### src/rtl/lockpick_result_sink.sv
// rtl/lockpick_result_sink.sv - checks, counts and buffers lockpick result bursts; option macro LOCKPICK_PATTERN_CHECK_EN
module lockpick_result_sink #(
    parameter int FRAME_BYTES = 32,
    parameter int CNT_W       = 8
) (
    input  logic             clk,
    input  logic             rst,
    input  logic             in_valid,
    input  logic [7:0]       in_data,
    input  logic [1:0]       in_status,
    output logic             out_valid,
    input  logic             out_ready,
    output logic [7:0]       out_data,
    output logic             result_done,
    output logic [1:0]       result_code,
    output logic             frame_error,
    output logic             overrun,
    output logic [CNT_W-1:0] win_count,
    output logic [CNT_W-1:0] err_count,
    output logic [CNT_W-1:0] lock_count
);
    localparam int IW = $clog2(FRAME_BYTES);
    localparam logic [IW-1:0] LAST = IW'(FRAME_BYTES - 1);

    typedef enum logic [1:0] {IDLE, CAPTURE, CHECK, DRAIN} state_t;

    state_t          state, state_nxt;
    logic [1:0]      status_q;
    logic [IW-1:0]   idx;
    logic [IW-1:0]   rd_idx;
    logic [7:0]      frame_buf [FRAME_BYTES];
    logic            ign_q;
    logic            take_first, take_byte, last_byte, rd_fire, frame_mis;
    logic [1:0]      code_nxt;

    assign take_first = (state == IDLE) && in_valid && !ign_q;
    assign take_byte  = (state == CAPTURE) && in_valid;
    assign last_byte  = take_byte && (idx == LAST);
    assign rd_fire    = (state == DRAIN) && out_ready;

`ifdef LOCKPICK_PATTERN_CHECK_EN
    logic mismatch_q;
    logic byte_mis;

    function automatic logic pattern_miss(input logic [1:0] st, input logic odd, input logic [7:0] b);
        logic [7:0] e;
        logic       known;
        e     = 8'h00;
        known = 1'b1;
        case (st)
            2'b10:   e = odd ? 8'hFA : 8'hCE;
            2'b01:   e = odd ? 8'hBA : 8'hD0;
            2'b11:   e = odd ? 8'hDE : 8'hAD;
            default: known = 1'b0;
        endcase
        return !known || (b != e);
    endfunction

    // The first byte is judged against the live status, since status_q is loaded on that same edge.
    assign byte_mis = take_first ? pattern_miss(in_status, 1'b0, in_data)
                                 : pattern_miss(status_q, idx[0], in_data);

    always_ff @(posedge clk) begin
        if (rst)
            mismatch_q <= 1'b0;
        else if (take_first)
            mismatch_q <= byte_mis;
        else if (take_byte)
            mismatch_q <= mismatch_q | byte_mis;
    end

    assign frame_mis = mismatch_q | byte_mis;
`else
    logic mismatch_q;
    assign mismatch_q = 1'b0;
    assign frame_mis  = mismatch_q;
`endif

    assign code_nxt  = frame_mis ? 2'b00 : status_q;
    assign out_valid = (state == DRAIN);
    assign out_data  = out_valid ? frame_buf[rd_idx] : 8'h00;

    always_ff @(posedge clk) begin
        if (rst)
            state <= IDLE;
        else
            state <= state_nxt;
    end

    always_comb begin
        state_nxt = state;
        case (state)
            IDLE:    if (take_first) state_nxt = CAPTURE;
            CAPTURE: begin
                if (!in_valid)
                    state_nxt = IDLE;
                else if (idx == LAST)
                    state_nxt = CHECK;
            end
            CHECK:   state_nxt = DRAIN;
            DRAIN:   if (rd_fire && (rd_idx == LAST)) state_nxt = IDLE;
            default: state_nxt = IDLE;
        endcase
    end

    always_ff @(posedge clk) begin
        if (take_first)
            frame_buf[0] <= in_data;
        else if (take_byte)
            frame_buf[idx] <= in_data;
    end

    always_ff @(posedge clk) begin
        if (rst) begin
            status_q    <= 2'b00;
            idx         <= '0;
            rd_idx      <= '0;
            ign_q       <= 1'b0;
            result_done <= 1'b0;
            result_code <= 2'b00;
            frame_error <= 1'b0;
            overrun     <= 1'b0;
            win_count   <= '0;
            err_count   <= '0;
            lock_count  <= '0;
        end else begin
            result_done <= 1'b0;
            // Long-frame tails and overrun frames stay ignored until in_valid goes low once.
            ign_q <= in_valid && (ign_q || (state == CHECK) || (state == DRAIN));
            if (take_first) begin
                status_q <= in_status;
                idx      <= IW'(1);
            end
            if (take_byte)
                idx <= idx + IW'(1);
            if ((state == CAPTURE) && !in_valid)
                frame_error <= 1'b1;
            if (last_byte) begin
                result_done <= 1'b1;
                result_code <= code_nxt;
                if (frame_mis)
                    frame_error <= 1'b1;
                case (code_nxt)
                    2'b10:   if (win_count  != '1) win_count  <= win_count  + CNT_W'(1);
                    2'b01:   if (err_count  != '1) err_count  <= err_count  + CNT_W'(1);
                    2'b11:   if (lock_count != '1) lock_count <= lock_count + CNT_W'(1);
                    default: ;
                endcase
            end
            if ((state == CHECK) && in_valid)
                frame_error <= 1'b1;
            if ((state == DRAIN) && in_valid && !ign_q)
                overrun <= 1'b1;
            if (state == CHECK)
                rd_idx <= '0;
            else if (rd_fire)
                rd_idx <= rd_idx + IW'(1);
        end
    end
endmodule

### config.mk
export PLATFORM = sky130hd
export DESIGN_NAME = lockpick_result_sink
export DESIGN_NICKNAME = d
export VERILOG_FILES = /design/src/rtl/lockpick_result_sink.sv
export SDC_FILE = /design/constraint.sdc
export NUM_CORES = 1
export LEC_CHECK = 0
export ABC_CLOCK_PERIOD_IN_PS = 2200
export CAP_MARGIN = 10
export CORE_UTILIZATION = 50
export DETAILED_ROUTE_END_ITERATION = 6
export PLACE_DENSITY = 0.7
export SKIP_LAST_GASP = 1
export SLEW_MARGIN = 10
export SYNTH_ARGS = -nofsm -noshare
export SYNTH_HDL_FRONTEND = slang
export SYNTH_SLANG_ARGS = --single-unit
### constraint.sdc
create_clock -name clk -period 2.2 [get_ports clk]
set_input_delay 0.44 -clock clk [delete_from_list [all_inputs] [get_ports clk]]
set_output_delay 0.44 -clock clk [all_outputs]
set_load 0.005 [all_outputs]
==> flow_summary.yaml, run 1 <==
outcome:
  status: "finished, violations left"
  failed_checks: "setup timing"
worst_setup_path:
  worstSetupStartpointType: "flop"
  critical_path.max_stage_delay_ns: 0.53
  reg2reg_setup_slack_ns: 0.08
  arrival_ns: 2.41
  path_cells: "buf_12 > buf_12 > mux4_2 > mux2i_1 > a221o_1 > a31oi_1 > buf_2"
  crit_fanout: 8
  cp_num_buf_inv: 3
  cp_top_family: "multiplexers"
  setup.worst_path.end_class: "output port"
  crit_path_frequent_cell: "buf_12"
  cp_slowest_cell: "mux4_2"
  critPathRequiredTime_ns: 1.76
  critPathKind: "flop to output port"
floorplanning:
  fp.dieH_um: 160
  row_count: 57
  core_sq_um: 24400
  io_pins: 52
  start_util_pct: 51.0
  dieArea_sq_um: 25500
  die_x_um: 160
yosys:
  synth_edf_count: 256
  seq_area_frac_synth_pct: 69.6
  synth_compound_gate_area_share_pct: 5.35
  synthSimpleGateAreaFrac_pct: 7.27
  synth_cells: 721
  synthTopCellsByArea: "edfxtp_1 (62%), dfxtp_1 (7.9%), mux4_2 (7.2%)"
  ys_top_cells_by_count: "edfxtp_1 (256), dfxtp_1 (49), nor2_1 (48)"
  synthDistinctLibCells: 55
  syn-cell-area_sq_um: 12400
  syn-num-nets: 742
  postSynthAreaPerCell_sq_um: 17.3
  synth_top_family_by_area: "multiplexers"
  synthMuxAreaShare_pct: 13.9
  synthFlopType: "edfxtp_1"
  synth-async-reset-ratio_pct: 0
  ys_warn_count: 0
  netlist.area_leader.share_pct: 61.8
  ys_seq_elements: 305
  synth_most_common_cell: "edfxtp_1"
  synthAdderAreaFrac_pct: 0.704
  synth_top_area_cell: "edfxtp_1"
  synth_xor_area_share_pct: 0.0704
layout:
  antenna_cells: 0
  final_cell_area_sq_um: 15200
  drive_above_1_share_pct: 29.1
  nFillCells: 1751
  nets: 895
  syn_to_final_growth_pct: 21.8
  utilization_pct: 62.2
job:
  drv_cap: 0
hold_path:
  min_path_type: "flop to flop"
power:
  cellLeakagePower_nw: 4.97
  ir_worst_vdd_uv: 509
  p_per_area_nw_per_um2: 755
clock_network:
  cts-buffers-inserted: 31
  cts_tree: "done"
  clk_latency_ns: 0.55
  cts_max_level: 1
  clockBufferDepth: 3
  clock_sink_count: 305
  clk_pin_slew_ns: 0.06
  clock_tree.root_cell: "clkbuf_16"
  hold_buffers: 0
timing:
  fmax_ghz: 0.350
  drv_slew: 0
  timing.final.crit_share_pct: 130
  holdWs_ns: 0.456
  hold_violations: 0
  clock_skew_ns: 0.00867
  setup_slack_ns: -0.655
  worst_pin_slew_ns: 0.489
  setup_violations: 8
  fin_crit_ns: 2.85
  slew_headroom_pct: 67.3
  rsz0062_at_grt: "true"
routing:
  routedWlPerCell_um: 21.8
  via_count: 7117
  drtIter0Drc: 474
  routed_via_density: 5.82
  drt_pass1_iterations: 5
  detail-route-antenna-nets: 0
  drt-total-wl_mm: 26.7
  drc: 0
global_routing:
  grt_pass1_wl_mm: 41.5
  grt_max_degree: 33
  overflow: 0
  grt_pass1_vias: 7342
  antenna_found_initial: 0
  track_usage_pct: 21.2
placement:
  dpl_cell_area_sq_um: 13800
  gp_congestion: 0.821
  io_buffers: 51
  detailed_place_hpwl_mm: 17.1
layer usage:
layer / wire (um) / vias up / global-route usage [%]
met5: 0 / - / 0
met4: 763 / 0 / 6.75
met3: 1750 / 49 / 3.09
met2: 13300 / 253 / 36.3
met1: 10800 / 3607 / 28.1
li1: - / 3208 / -
placed cells by master, fill, tap and decap left out, types with 8 or more instances in the layout:
master           synthesis  routed
dfxtp_1                 49      42
mux2i_1                 35      26
inv_1                    8       8
buf_6                    9       8
a221o_1                  8       8
mux4_1                  17       8
o21ai_0                 22      16
buf_4                    5      87
nor2_1                  48      48
edfxtp_1               256     256
or3_1                   12      12
nand3_1                 14      14
clkbuf_16                0      31
a21oi_1                 35      33
clkdlybuf4s50_1          0      42
buf_2                    4       8
buf_12                   1      13
or4_1                    9       8
clkbuf_1                16      11
o31ai_1                 11      11
mux4_2                  40      49
nand2_1                 19      18
metrics by stage:
step	cells	power [mW]	worst slack, ns	TNS (ns)
2_1_floorplan	721	6.50	0.0280	0
3_3_place_gp	1143	6.64	-0.484	-11.86
3_5_place_dp	1143	6.66	-0.509	-17.09
4_1_cts	1217	11.5	-0.671	-4.85
5_1_grt	1222	11.8	-0.689	-5.19
6_report	1222	11.5	-0.655	-4.67
cells by family after synthesis:
| family | count (synthesis) |
|---|---|
| AO/OA/AOI/OAI | 104 |
| flip-flops | 305 |
| adder cells (fa/ha/maj) | 7 |
| multiplexers | 95 |
| XOR/XNOR | 1 |
| AND/OR/NAND/NOR | 157 |
| buffers and inverters | 52 |
what timing repair did:
action | in CTS | in global routing
cloned | 3 | 0
setup endpoints to repair | 13 | 32
setup buffers | 14 | 6
endpoints found under the hold margin | 0 | 0
pin swaps | 10 | 9
resized for setup | 79 | 20
area by class of cell:
type,count,area (sq um),area share (%)
clock buffer,43,831,5.48
sequential,305,8680,57.3
timing repair buffer,163,1560,10.3
inverter,9,33.8,0.223
multi-input combinational,364,3530,23.3
clock inverter,14,126,0.833
tap,324,405,2.67
power breakdown:
group          internal [mW]  switching [mW]  leakage [nW]
registers               6.28         0.00992          2.71
clock network           2.86            2.05         0.455
logic                 0.0924           0.163          1.81
path summary, 6_finish.rpt:
kind | from | to | cells past startpoint
max reg2reg | idx[1] | win_count[4] | 8
min reg2reg | result_code[0] | result_code[0] | 2
min | result_code[0] | result_code[0] | 2
max | flop | out_data[7] | 7
worst min-delay path: cells and delay by family, from the launching register on:
kind               cells  cell delay, ns
AOI/OAI and AO/OA      1            0.05
DFF                    1            0.31
and+or+nand+nor        1            0.05
sequential cells by signal, summed over array words and instances (netlist names), named ones only:
| signal | cells |
|---|---|
| result_code | 2 |
| overrun | 1 |
| result_done | 1 |
| idx | 5 |
| lock_count | 8 |
| win_count | 8 |
| rd_idx | 5 |
| ign_q | 1 |
| frame_buf | 256 |
| err_count | 8 |
| frame_error | 1 |
| code_nxt | 2 |
| state | 1 |
No activity file was read; power rests on OpenSTA's default activity.
==> inputs of run 2 (changes only) <==
--- a/config.mk
+++ b/config.mk
@@ -9,6 +9,7 @@
 export CAP_MARGIN = 10
 export CORE_UTILIZATION = 50
 export DETAILED_ROUTE_END_ITERATION = 6
+export HOLD_SLACK_MARGIN = 0.02
 export PLACE_DENSITY = 0.7
 export SKIP_LAST_GASP = 1
 export SLEW_MARGIN = 10
==> results of run 2 <==
Final layout, timing and power as in run 1 (identical DEF).
